<file path="src/rtl/isa_ddr_reader_pkg.sv">
// Shared defaults and FSM encoding for the instruction-fetch path
// (instruction cache, DDR reader, DDR interface).
package isa_ddr_reader_pkg;

  localparam int DDR_ADDR_WIDTH_DEF = 28;
  localparam int DDR_DATA_WIDTH_DEF = 64;
  localparam int ISA_WIDTH_DEF      = 30;
  localparam int MAX_BURST_DEF      = 64;
  localparam int LEN_W              = 10;

  typedef enum logic [1:0] {
    ST_IDLE = 2'd0,
    ST_REQ  = 2'd1,
    ST_DATA = 2'd2,
    ST_DONE = 2'd3
  } rd_state_e;

endpackage

</file>
<file path="src/rtl/isa_ddr_reader_if.sv">
// DDR read-burst channel: request/ack handshake plus beat data return.
interface isa_ddr_reader_if #(
  parameter int ADDR_W = isa_ddr_reader_pkg::DDR_ADDR_WIDTH_DEF,
  parameter int DATA_W = isa_ddr_reader_pkg::DDR_DATA_WIDTH_DEF
);
  import isa_ddr_reader_pkg::*;

  logic              ddr_rd_req;
  logic [ADDR_W-1:0] ddr_rd_addr;
  logic [LEN_W-1:0]  ddr_rd_len;
  logic              ddr_rd_ack;
  logic [DATA_W-1:0] ddr_rd_data;
  logic              ddr_rd_data_valid;
  logic              ddr_rd_finish;

  modport master (
    output ddr_rd_req, ddr_rd_addr, ddr_rd_len,
    input  ddr_rd_ack, ddr_rd_data, ddr_rd_data_valid, ddr_rd_finish
  );

  modport slave (
    input  ddr_rd_req, ddr_rd_addr, ddr_rd_len,
    output ddr_rd_ack, ddr_rd_data, ddr_rd_data_valid, ddr_rd_finish
  );

endinterface

</file>
<file path="src/rtl/isa_ddr_reader.sv">
// Fetches a run of instructions from DDR in bursts of up to MAX_BURST beats
// and streams them to the instruction cache, one instruction per beat.
module isa_ddr_reader
  import isa_ddr_reader_pkg::*;
#(
  parameter int DDR_ADDR_WIDTH = DDR_ADDR_WIDTH_DEF,
  parameter int DDR_DATA_WIDTH = DDR_DATA_WIDTH_DEF,
  parameter int ISA_WIDTH      = ISA_WIDTH_DEF,
  parameter int MAX_BURST      = MAX_BURST_DEF
) (
  input  logic                      clk,
  input  logic                      rst,
  input  logic                      ISA_read_req,
  input  logic [DDR_ADDR_WIDTH-1:0] ISA_read_addr,
  input  logic [LEN_W-1:0]          isa_read_len,
  output logic [ISA_WIDTH-1:0]      instruction_to_cache,
  output logic [LEN_W-1:0]          rd_cnt_isa,
  output logic                      rd_burst_data_valid,
  output logic                      isa_read_done,
  isa_ddr_reader_if.master          ddr
);

  localparam logic [LEN_W-1:0] MAXB       = LEN_W'(MAX_BURST);
  localparam int               BEAT_BYTES = DDR_DATA_WIDTH / 8;

  rd_state_e                 r_state;
  logic [DDR_ADDR_WIDTH-1:0] r_addr;
  logic [LEN_W-1:0]          r_len;
  logic [LEN_W-1:0]          r_rem;
  logic [LEN_W-1:0]          r_burst_len;
  logic [LEN_W-1:0]          r_cnt;
  logic [ISA_WIDTH-1:0]      r_instr;
  logic                      r_strobe;
  logic                      r_req;
  logic                      r_done;

  logic [LEN_W-1:0]          w_first_burst;
  logic [LEN_W-1:0]          w_rem_next;
  logic [LEN_W-1:0]          w_next_burst;
  logic [DDR_ADDR_WIDTH-1:0] w_step;
  logic [DDR_ADDR_WIDTH-1:0] w_addr_next;
  logic                      w_take;
  logic                      w_unused_data;

  assign w_first_burst = (isa_read_len > MAXB) ? MAXB : isa_read_len;
  assign w_rem_next    = r_rem - r_burst_len;
  assign w_next_burst  = (w_rem_next > MAXB) ? MAXB : w_rem_next;
  // Address advance truncates to DDR_ADDR_WIDTH, so bursts wrap at the top of memory.
  assign w_step        = DDR_ADDR_WIDTH'(r_burst_len) * DDR_ADDR_WIDTH'(BEAT_BYTES);
  assign w_addr_next   = r_addr + w_step;
  // Beats past the requested length (controller over-delivery) are dropped.
  assign w_take        = (r_state == ST_DATA) && ddr.ddr_rd_data_valid && (r_cnt < r_len);
  assign w_unused_data = ^ddr.ddr_rd_data;

  always_ff @(posedge clk or negedge rst) begin
    if (!rst) begin
      r_state     <= ST_IDLE;
      r_addr      <= '0;
      r_len       <= '0;
      r_rem       <= '0;
      r_burst_len <= '0;
      r_cnt       <= '0;
      r_instr     <= '0;
      r_strobe    <= 1'b0;
      r_req       <= 1'b0;
      r_done      <= 1'b0;
    end else begin
      r_strobe <= 1'b0;
      case (r_state)
        ST_IDLE: begin
          if (ISA_read_req) begin
            r_addr      <= ISA_read_addr;
            r_len       <= isa_read_len;
            r_rem       <= isa_read_len;
            r_cnt       <= '0;
            r_burst_len <= w_first_burst;
            if (isa_read_len != '0) begin
              r_state <= ST_REQ;
              r_req   <= 1'b1;
            end else begin
              r_state <= ST_DONE;
              r_done  <= 1'b1;
            end
          end
        end
        ST_REQ: begin
          if (ddr.ddr_rd_ack) begin
            r_req   <= 1'b0;
            r_state <= ST_DATA;
          end
        end
        ST_DATA: begin
          if (w_take) begin
            r_instr  <= ddr.ddr_rd_data[ISA_WIDTH-1:0];
            r_strobe <= 1'b1;
            r_cnt    <= r_cnt + LEN_W'(1);
          end
          // A beat coinciding with finish is taken above in the same edge.
          if (ddr.ddr_rd_finish) begin
            r_rem       <= w_rem_next;
            r_addr      <= w_addr_next;
            r_burst_len <= w_next_burst;
            if ((w_rem_next != '0) && ISA_read_req) begin
              r_state <= ST_REQ;
              r_req   <= 1'b1;
            end else begin
              r_state <= ST_DONE;
              r_done  <= 1'b1;
            end
          end
        end
        ST_DONE: begin
          if (!ISA_read_req) begin
            r_state <= ST_IDLE;
            r_done  <= 1'b0;
          end
        end
        default: r_state <= ST_IDLE;
      endcase
    end
  end

  assign ddr.ddr_rd_req       = r_req;
  assign ddr.ddr_rd_addr      = r_addr;
  assign ddr.ddr_rd_len       = r_burst_len;
  assign instruction_to_cache = r_instr;
  assign rd_cnt_isa           = r_cnt;
  assign rd_burst_data_valid  = r_strobe;
  assign isa_read_done        = r_done;

endmodule

</file>
<file path="src/flat_wrapper.sv">
// flat-port wrapper written by rule: the top's interface ports become plain ports
module isa_ddr_reader_flat import isa_ddr_reader_pkg::*;
#(
  parameter int DDR_ADDR_WIDTH = DDR_ADDR_WIDTH_DEF,
  parameter int DDR_DATA_WIDTH = DDR_DATA_WIDTH_DEF,
  parameter int ISA_WIDTH      = ISA_WIDTH_DEF,
  parameter int MAX_BURST      = MAX_BURST_DEF
)
  (clk, rst, ISA_read_req, ISA_read_addr, isa_read_len, instruction_to_cache, rd_cnt_isa, rd_burst_data_valid, isa_read_done, ddr_ddr_rd_req, ddr_ddr_rd_addr, ddr_ddr_rd_len, ddr_ddr_rd_ack, ddr_ddr_rd_data, ddr_ddr_rd_data_valid, ddr_ddr_rd_finish);
  isa_ddr_reader_if #(.ADDR_W((28)), .DATA_W((64))) ddr_i ();
  input  logic clk;
  input  logic rst;
  input  logic ISA_read_req;
  input  logic [DDR_ADDR_WIDTH-1:0] ISA_read_addr;
  input  logic [LEN_W-1:0] isa_read_len;
  output logic [ISA_WIDTH-1:0] instruction_to_cache;
  output logic [LEN_W-1:0] rd_cnt_isa;
  output logic rd_burst_data_valid;
  output logic isa_read_done;
  output wire logic [$bits(ddr_i.ddr_rd_req)-1:0] ddr_ddr_rd_req;
  output wire logic [$bits(ddr_i.ddr_rd_addr)-1:0] ddr_ddr_rd_addr;
  output wire logic [$bits(ddr_i.ddr_rd_len)-1:0] ddr_ddr_rd_len;
  input wire logic [$bits(ddr_i.ddr_rd_ack)-1:0] ddr_ddr_rd_ack;
  input wire logic [$bits(ddr_i.ddr_rd_data)-1:0] ddr_ddr_rd_data;
  input wire logic [$bits(ddr_i.ddr_rd_data_valid)-1:0] ddr_ddr_rd_data_valid;
  input wire logic [$bits(ddr_i.ddr_rd_finish)-1:0] ddr_ddr_rd_finish;
  assign ddr_ddr_rd_req = ddr_i.ddr_rd_req;
  assign ddr_ddr_rd_addr = ddr_i.ddr_rd_addr;
  assign ddr_ddr_rd_len = ddr_i.ddr_rd_len;
  assign ddr_i.ddr_rd_ack = ddr_ddr_rd_ack;
  assign ddr_i.ddr_rd_data = ddr_ddr_rd_data;
  assign ddr_i.ddr_rd_data_valid = ddr_ddr_rd_data_valid;
  assign ddr_i.ddr_rd_finish = ddr_ddr_rd_finish;
  isa_ddr_reader #(.DDR_ADDR_WIDTH(DDR_ADDR_WIDTH), .DDR_DATA_WIDTH(DDR_DATA_WIDTH), .ISA_WIDTH(ISA_WIDTH), .MAX_BURST(MAX_BURST)) u_core (.clk(clk), .rst(rst), .ISA_read_req(ISA_read_req), .ISA_read_addr(ISA_read_addr), .isa_read_len(isa_read_len), .instruction_to_cache(instruction_to_cache), .rd_cnt_isa(rd_cnt_isa), .rd_burst_data_valid(rd_burst_data_valid), .isa_read_done(isa_read_done), .ddr(ddr_i));
endmodule
</file>
<file path="config.mk">
export PLATFORM = sky130hd
export DESIGN_NAME = isa_ddr_reader_flat
export DESIGN_NICKNAME = d
export VERILOG_FILES = /design/src/rtl/isa_ddr_reader_pkg.sv /design/src/rtl/isa_ddr_reader_if.sv /design/src/rtl/isa_ddr_reader.sv /design/src/flat_wrapper.sv
export SDC_FILE = /design/constraint.sdc
export NUM_CORES = 1
export LEC_CHECK = 0
export ABC_AREA = 1
export ABC_CLOCK_PERIOD_IN_PS = 4300
export CORE_ASPECT_RATIO = 0.5
export CORE_UTILIZATION = 36
export DETAILED_ROUTE_END_ITERATION = 10
export GPL_TIMING_DRIVEN = 0
export PLACE_DENSITY = 0.62
export SKIP_CTS_REPAIR_TIMING = 1
export SLEW_MARGIN = 20
export SYNTH_ARGS = -nofsm -noshare
export SYNTH_HDL_FRONTEND = slang
export SYNTH_SLANG_ARGS = --single-unit
</file>
<file path="constraint.sdc">
create_clock -name clk -period 4.3 [get_ports clk]
set_input_delay 0.43 -clock clk [delete_from_list [all_inputs] [get_ports clk]]
set_output_delay 0.43 -clock clk [all_outputs]
set_load 0.02 [all_outputs]
</file>
After elaboration in Yosys (flattened, before gate mapping). Index checks and enable logic that the tools add are counted.

Flip-flop bits (word level): 103. Output and inout port bits: 81.

$add $sub $neg: 3. $lt $le $gt $ge: 3. Equality and inequality tests: 12. Mux-type cells: 35. Reductions and logical operators: 16.

Operators by type and width (count): 10-bit two-way mux (8); 10-bit case mux with 2 select lines (3); 28-bit two-way mux (2); 28-bit case mux with 2 select lines (1); 28-bit by 13-bit adder with 28-bit output (1); 10-bit by 7-bit greater-than comparator with 1-bit output, second input constant (2); 10-bit nonzero test (2); 2-bit != test, second input constant (7); 1-bit two-way mux (12); 2-bit two-way mux (6); 6-bit AND reduction (2); 10-bit by 1-bit adder with 10-bit output, second input constant (1); 10-bit less-than comparator (1); 10-bit subtractor (1); 2-bit case mux with 4 select lines (1); 1-bit case mux with 3 select lines (2); 3-bit AND reduction (2); 3-bit nonzero test (2); 2-bit equality test, second input constant (2); 2-bit by 1-bit != test with 1-bit output, second input constant (2); 2-bit AND reduction (2); 4-bit AND reduction (1); 1-bit logical AND (3); 2-bit by 1-bit equality test with 1-bit output, second input constant (1); other kinds (2) (2).

Logic depth before layout (Yosys ltp).
Depth after elaboration: 6. Mapped depth: 17. Mapped depth without buffers: 17.

Worst setup path before layout. OpenSTA, ideal clock, no wires.

Kind: register to register. Start point: register u_core.r_burst_len[0] (netlist: u_core.ddr.ddr_rd_len[0]). End point: register u_core.r_req (netlist: u_core.ddr.ddr_rd_req). Setup time: 0.117 ns. Data arrival time: 2.090 ns. Required time: 4.183 ns. Slack: 2.093 ns. Stages on the path, launching flop included: 15. Period minus slack after synthesis: 2.207 ns. Cells stage by stage: dfrtp_1 -> ha_1 -> fa_1 -> inv_1 -> nand3_1 -> nand2_1 -> nand3_1 -> nand3_1 -> nand2_1 -> nor2_4 -> nand3_2 -> nand2_1 -> nand2_2 -> nand4_1 -> nand2_1.

Cells in the longest elaborated chain, start to end: 5.

RTL lines: from (decl) (line isa_ddr_reader.sv:30) `logic [LEN_W-1:0] r_burst_len;`; from (signal assigned) (line isa_ddr_reader.sv:76) `r_burst_len <= w_first_burst;`; from (signal assigned) (line isa_ddr_reader.sv:102) `r_burst_len <= w_next_burst;`; 10-bit subtractor (line isa_ddr_reader.sv:46) `assign w_rem_next = r_rem - r_burst_len;`; 10-bit nonzero test (line isa_ddr_reader.sv:103) `if ((w_rem_next != '0) && ISA_read_req) begin`; 1-bit logical AND (line isa_ddr_reader.sv:103); 2-bit != test (no source line); 6-bit AND reduction (no source line); to (signal assigned) (line isa_ddr_reader.sv:79) `r_req <= 1'b1;`; to (signal assigned) (line isa_ddr_reader.sv:88) `r_req <= 1'b0;`; to (signal assigned) (line isa_ddr_reader.sv:105) `r_req <= 1'b1;`; to (decl) (line isa_ddr_reader.sv:34) `logic r_req;`.

No other way between the ends. A chain may end at the register's enable or synchronous reset.

Final worst setup path.
Start point: register u_core.r_burst_len[0] (netlist: u_core.ddr.ddr_rd_len[0]). End point: register u_core.r_addr[25] (netlist: u_core.ddr.ddr_rd_addr[25]).

Cells in the longest elaborated chain, start to end: 3.

RTL lines: 28-bit by 13-bit adder with 28-bit output (line isa_ddr_reader.sv:50) `assign w_addr_next = r_addr + w_step;`; 28-bit two-way mux (line isa_ddr_reader.sv:99) `if (ddr.ddr_rd_finish) begin`; 28-bit case mux with 2 select lines (line isa_ddr_reader.sv:69) `case (r_state)`; to (signal assigned) (line isa_ddr_reader.sv:72) `r_addr <= ISA_read_addr;`; to (signal assigned) (line isa_ddr_reader.sv:101) `r_addr <= w_addr_next;`; to (decl) (line isa_ddr_reader.sv:27) `logic [DDR_ADDR_WIDTH-1:0] r_addr;`.

No other way between the ends. The select of a mux whose other input is x is not followed.

==> results.sh <==
export IMPL_outcome="complete, no violations"
export IMPL_tightest_slew_ns=0.751
export IMPL_area_growth_pct=35.7
export IMPL_critical_path_top_delay_family="compound AO/OA/AOI/OAI gates"
export IMPL_async_reset_ff_frac=1.00
export IMPL_num_rows=33
export IMPL_fin_nets=1125
export IMPL_synth_area_um2=6140
export IMPL_tritoncts="built"
export IMPL_grt_overflow=0
export IMPL_clk_path_buf_depth=2
export IMPL_finalCritPeriodShare=0.605
export IMPL_setup_tns_final_ns=0
export IMPL_syn_inst=819
export IMPL_dieArea_um2=17600
export IMPL_worstSetupPathType="reg2reg"
export IMPL_coreArea_um2=16500
export IMPL_critPathCaptureType="flip-flop"
export IMPL_p_leak_nw=3.93
export IMPL_vias=6131
export IMPL_cp_num_buf_inv=2
export IMPL_slowest_stage="dfrtp_1"
export IMPL_portBuffers=154
export IMPL_startpoint="u_core.ddr.ddr_rd_len[0]$_DFFE_PN0P_"
export IMPL_yosysUniqueCellTypes=38
export IMPL_syn_nets=958
export IMPL_cp_slowest_stage_delay_ns=0.45
export IMPL_grt_pass1_wl_mm=29.5
export IMPL_first_pass_iters=5
export IMPL_slew_viol_final=0
export IMPL_grt_max_degree=77
export IMPL_ys_flop_type="dfrtp_1"
export IMPL_critPathRequiredTime_ns=4.53
export IMPL_route_detailed_drc=0
export IMPL_cts_sinks=103
export IMPL_setup_viol=0
export IMPL_synth_top_area_share=0.420
export IMPL_n_fill_cell=1640
export IMPL_start_kind="flip-flop"
export IMPL_yosysTopAreaCell="dfrtp_1"
export IMPL_r2r_end="u_core.ddr.ddr_rd_addr[25]$_DFFE_PN0P_"
export IMPL_grt_pass1_vias=5835
export IMPL_clock_skew_ns=0.0108
export IMPL_vdd_drop_max_uv=285
export IMPL_start_util=0.372
export IMPL_final_core_util=0.504
export IMPL_fmax_ghz=0.384
export IMPL_cp_endpoint="u_core.ddr.ddr_rd_addr[25]$_DFFE_PN0P_"
export IMPL_power_mw=6.69
export IMPL_rsz0062_at_grt="false"
export IMPL_place_hpwl_mm=13.8
export IMPL_r2r_slack_ns=1.70
export IMPL_synthTopCellsByArea="dfrtp_1 42%, nand2_1 15%, ha_1 5.9%"
export IMPL_track_usage=0.214
export IMPL_worstHoldPathType="reg2reg"
export IMPL_clk_latency_ns=0.36
export IMPL_dieWidth_um=187
export IMPL_wire_per_inst_um=15.3
export IMPL_io_pins=189
export IMPL_syn_area_per_cell_um2=7.49
export IMPL_min_period_ns=2.60
export IMPL_worst_r2r_cell_count=11
export IMPL_synth_seq_area_share=0.420
export IMPL_synth_edf_count=0
export IMPL_htreeDepth=3
export IMPL_die_h_um=94.3
export IMPL_cp_depth=11
export IMPL_yosys_warnings=0
export IMPL_post_place_ws_ns=1.76
export IMPL_antenna_found_initial=0
export IMPL_drt_vias_per_instance=5.03
export IMPL_ys_ff_latch=103
export IMPL_r2r_start="u_core.ddr.ddr_rd_len[0]$_DFFE_PN0P_"
export IMPL_gp_congestion=0.916
export IMPL_ant_nets=0
export IMPL_postLayoutSetupSlackWorst_ns=1.70
export IMPL_max_slew_margin_rel=0.499
export IMPL_numCtsBuffers=9
export IMPL_diodes=0
export IMPL_crit_chain="ha_1 > inv_1 > fa_1 > inv_1 > nand3_1 > nand2_1 > a21oi_1 > o21ai_0 > a21oi_1 > nor3_1 > o22ai_1"
export IMPL_power_density_nw_per_um2=803
export IMPL_clkTransAtPathRegs_ns=0.07
export IMPL_drive_gt1_frac=0.0535
export IMPL_drt_total_wl_mm=18.7
export IMPL_drtIter0Drc=379
export IMPL_clock_root_buffer="clkbuf_16"
export IMPL_arrival_ns=2.83
export IMPL_maxCapViolCount=0
export IMPL_cp_max_fo=5
export IMPL_finalHoldViolations=0
flip-flops by register name, summed over array words and instances, names as in the netlist, 2 cells and up:
| register | cells |
|---|---|
| u_core.r_rem | 10 |
| u_core.rd_cnt_isa | 10 |
| u_core.ddr.ddr_rd_addr | 28 |
| u_core.ddr.ddr_rd_len | 10 |
| u_core.r_state | 2 |
| u_core.instruction_to_cache | 30 |
| u_core.r_len | 10 |
through the flow:
step / area [um^2] / cells / hold slack (ns)
2_1_floorplan: 6140 / 819 / 0.134
3_3_place_gp: 7960 / 1200 / 0.461
3_5_place_dp: 7990 / 1201 / 0.327
4_1_cts: 8320 / 1217 / -0.0541
5_1_grt: 8330 / 1218 / 0.495
6_report: 8330 / 1218 / 0.476
metal layers:
metal | GRT usage | share of wire | up-vias
met2 | 0.342 | 0.44 | 219
met1 | 0.287 | 0.47 | 2878
met3 | 0.0613 | 0.075 | 21
li1 | - | - | 3013
met4 | 0.0540 | 0.015 | 0
met5 | 0 | 0 | -
placed cells by master, fill, tap and decap left out, drive strengths merged:
cell,n
nand4,14
o21ai,56
or2,4
nand2,255
nor4,3
xor2,7
a31oi,12
clkbuf,25
a21oi,44
o211ai,9
o21bai,2
o22a,3
a22oi,5
buf,14
xnor2,6
and3,1
nor2,61
o22ai,6
mux2,4
dfrtp,103
dlygate4sd3,1
inv,96
o21a,1
fa,2
a21boi,4
nand3b,2
clkinv,1
nor3,18
ha,29
o311ai,1
bufinv,2
clkdlybuf4s50,153
nand3,47
cell type report:
type / instances / area (um^2) / share of cell area
clock inverters: 5 / 86.3 / 0.0104
clock buffers: 11 / 243 / 0.0291
well taps: 227 / 284 / 0.0341
inverters: 94 / 353 / 0.0423
repair buffers: 156 / 1580 / 0.190
plain buffers: 26 / 113 / 0.0135
multi-input cells: 596 / 3100 / 0.372
flip-flops and latches: 103 / 2580 / 0.309
worst min path at each step:
| stage | slack, ns | endpoint | depth (start not counted) | start |
|---|---|---|---|---|
| 2_1_floorplan | 0.13 | u_core.ddr.ddr_rd_addr[0]$_DFFE_PN0P_ | 0 | rst |
| 3_3_place_gp | 0.46 | u_core.instruction_to_cache[27]$_DFFE_PN0P_ | 2 | u_core.instruction_to_cache[27]$_DFFE_PN0P_ |
| 3_5_place_dp | 0.33 | u_core.ddr.ddr_rd_addr[27]$_DFFE_PN0P_ | 1 | rst |
| 4_1_cts | -0.05 | u_core.ddr.ddr_rd_len[5]$_DFFE_PN0P_ | 1 | rst |
| 5_1_grt | 0.50 | u_core.instruction_to_cache[3]$_DFFE_PN0P_ | 2 | u_core.instruction_to_cache[3]$_DFFE_PN0P_ |
| 6_report | 0.48 | u_core.instruction_to_cache[3]$_DFFE_PN0P_ | 2 | u_core.instruction_to_cache[3]$_DFFE_PN0P_ |
synthesized netlist by cell type, types with 4 or more instances:
master,n
a21oi_1,42
ha_1,29
o21ai_0,49
nor3_1,18
a21boi_0,4
nand2_1,252
a22oi_1,5
xor2_1,7
o21ai_1,4
mux2_2,4
xnor2_1,6
or2_2,4
inv_1,92
dfrtp_1,103
nor2_1,58
a31oi_1,12
o211ai_1,9
nand4_1,14
nand3_1,44
buf_2,12
clkbuf_1,14
o22ai_1,6
cell families after synthesis:
| logic type | share of synthesized area |
|---|---|
| AND/OR/NAND/NOR | 0.278 |
| flip-flops | 0.420 |
| multiplexers | 0.00734 |
| XOR/XNOR | 0.0185 |
| AO/OA/AOI/OAI | 0.134 |
| adder cells (fa/ha/maj) | 0.0656 |
| buffers and inverters | 0.0758 |
tightest hold or removal path: cells and delay by family, from the launching register on:
family,cells,cell delay [ns]
flip-flops,1,0.34
AND/OR/NAND/NOR,2,0.10
power by group:
group	total (mW)	switching [mW]	internal (mW)	leakage [nW]
Clock	0.925	0.392	0.533	0.161
Combinational	4.03	2.48	1.55	2.50
Sequential	1.73	0.338	1.39	1.27
(Power assumes the default switching activity.)
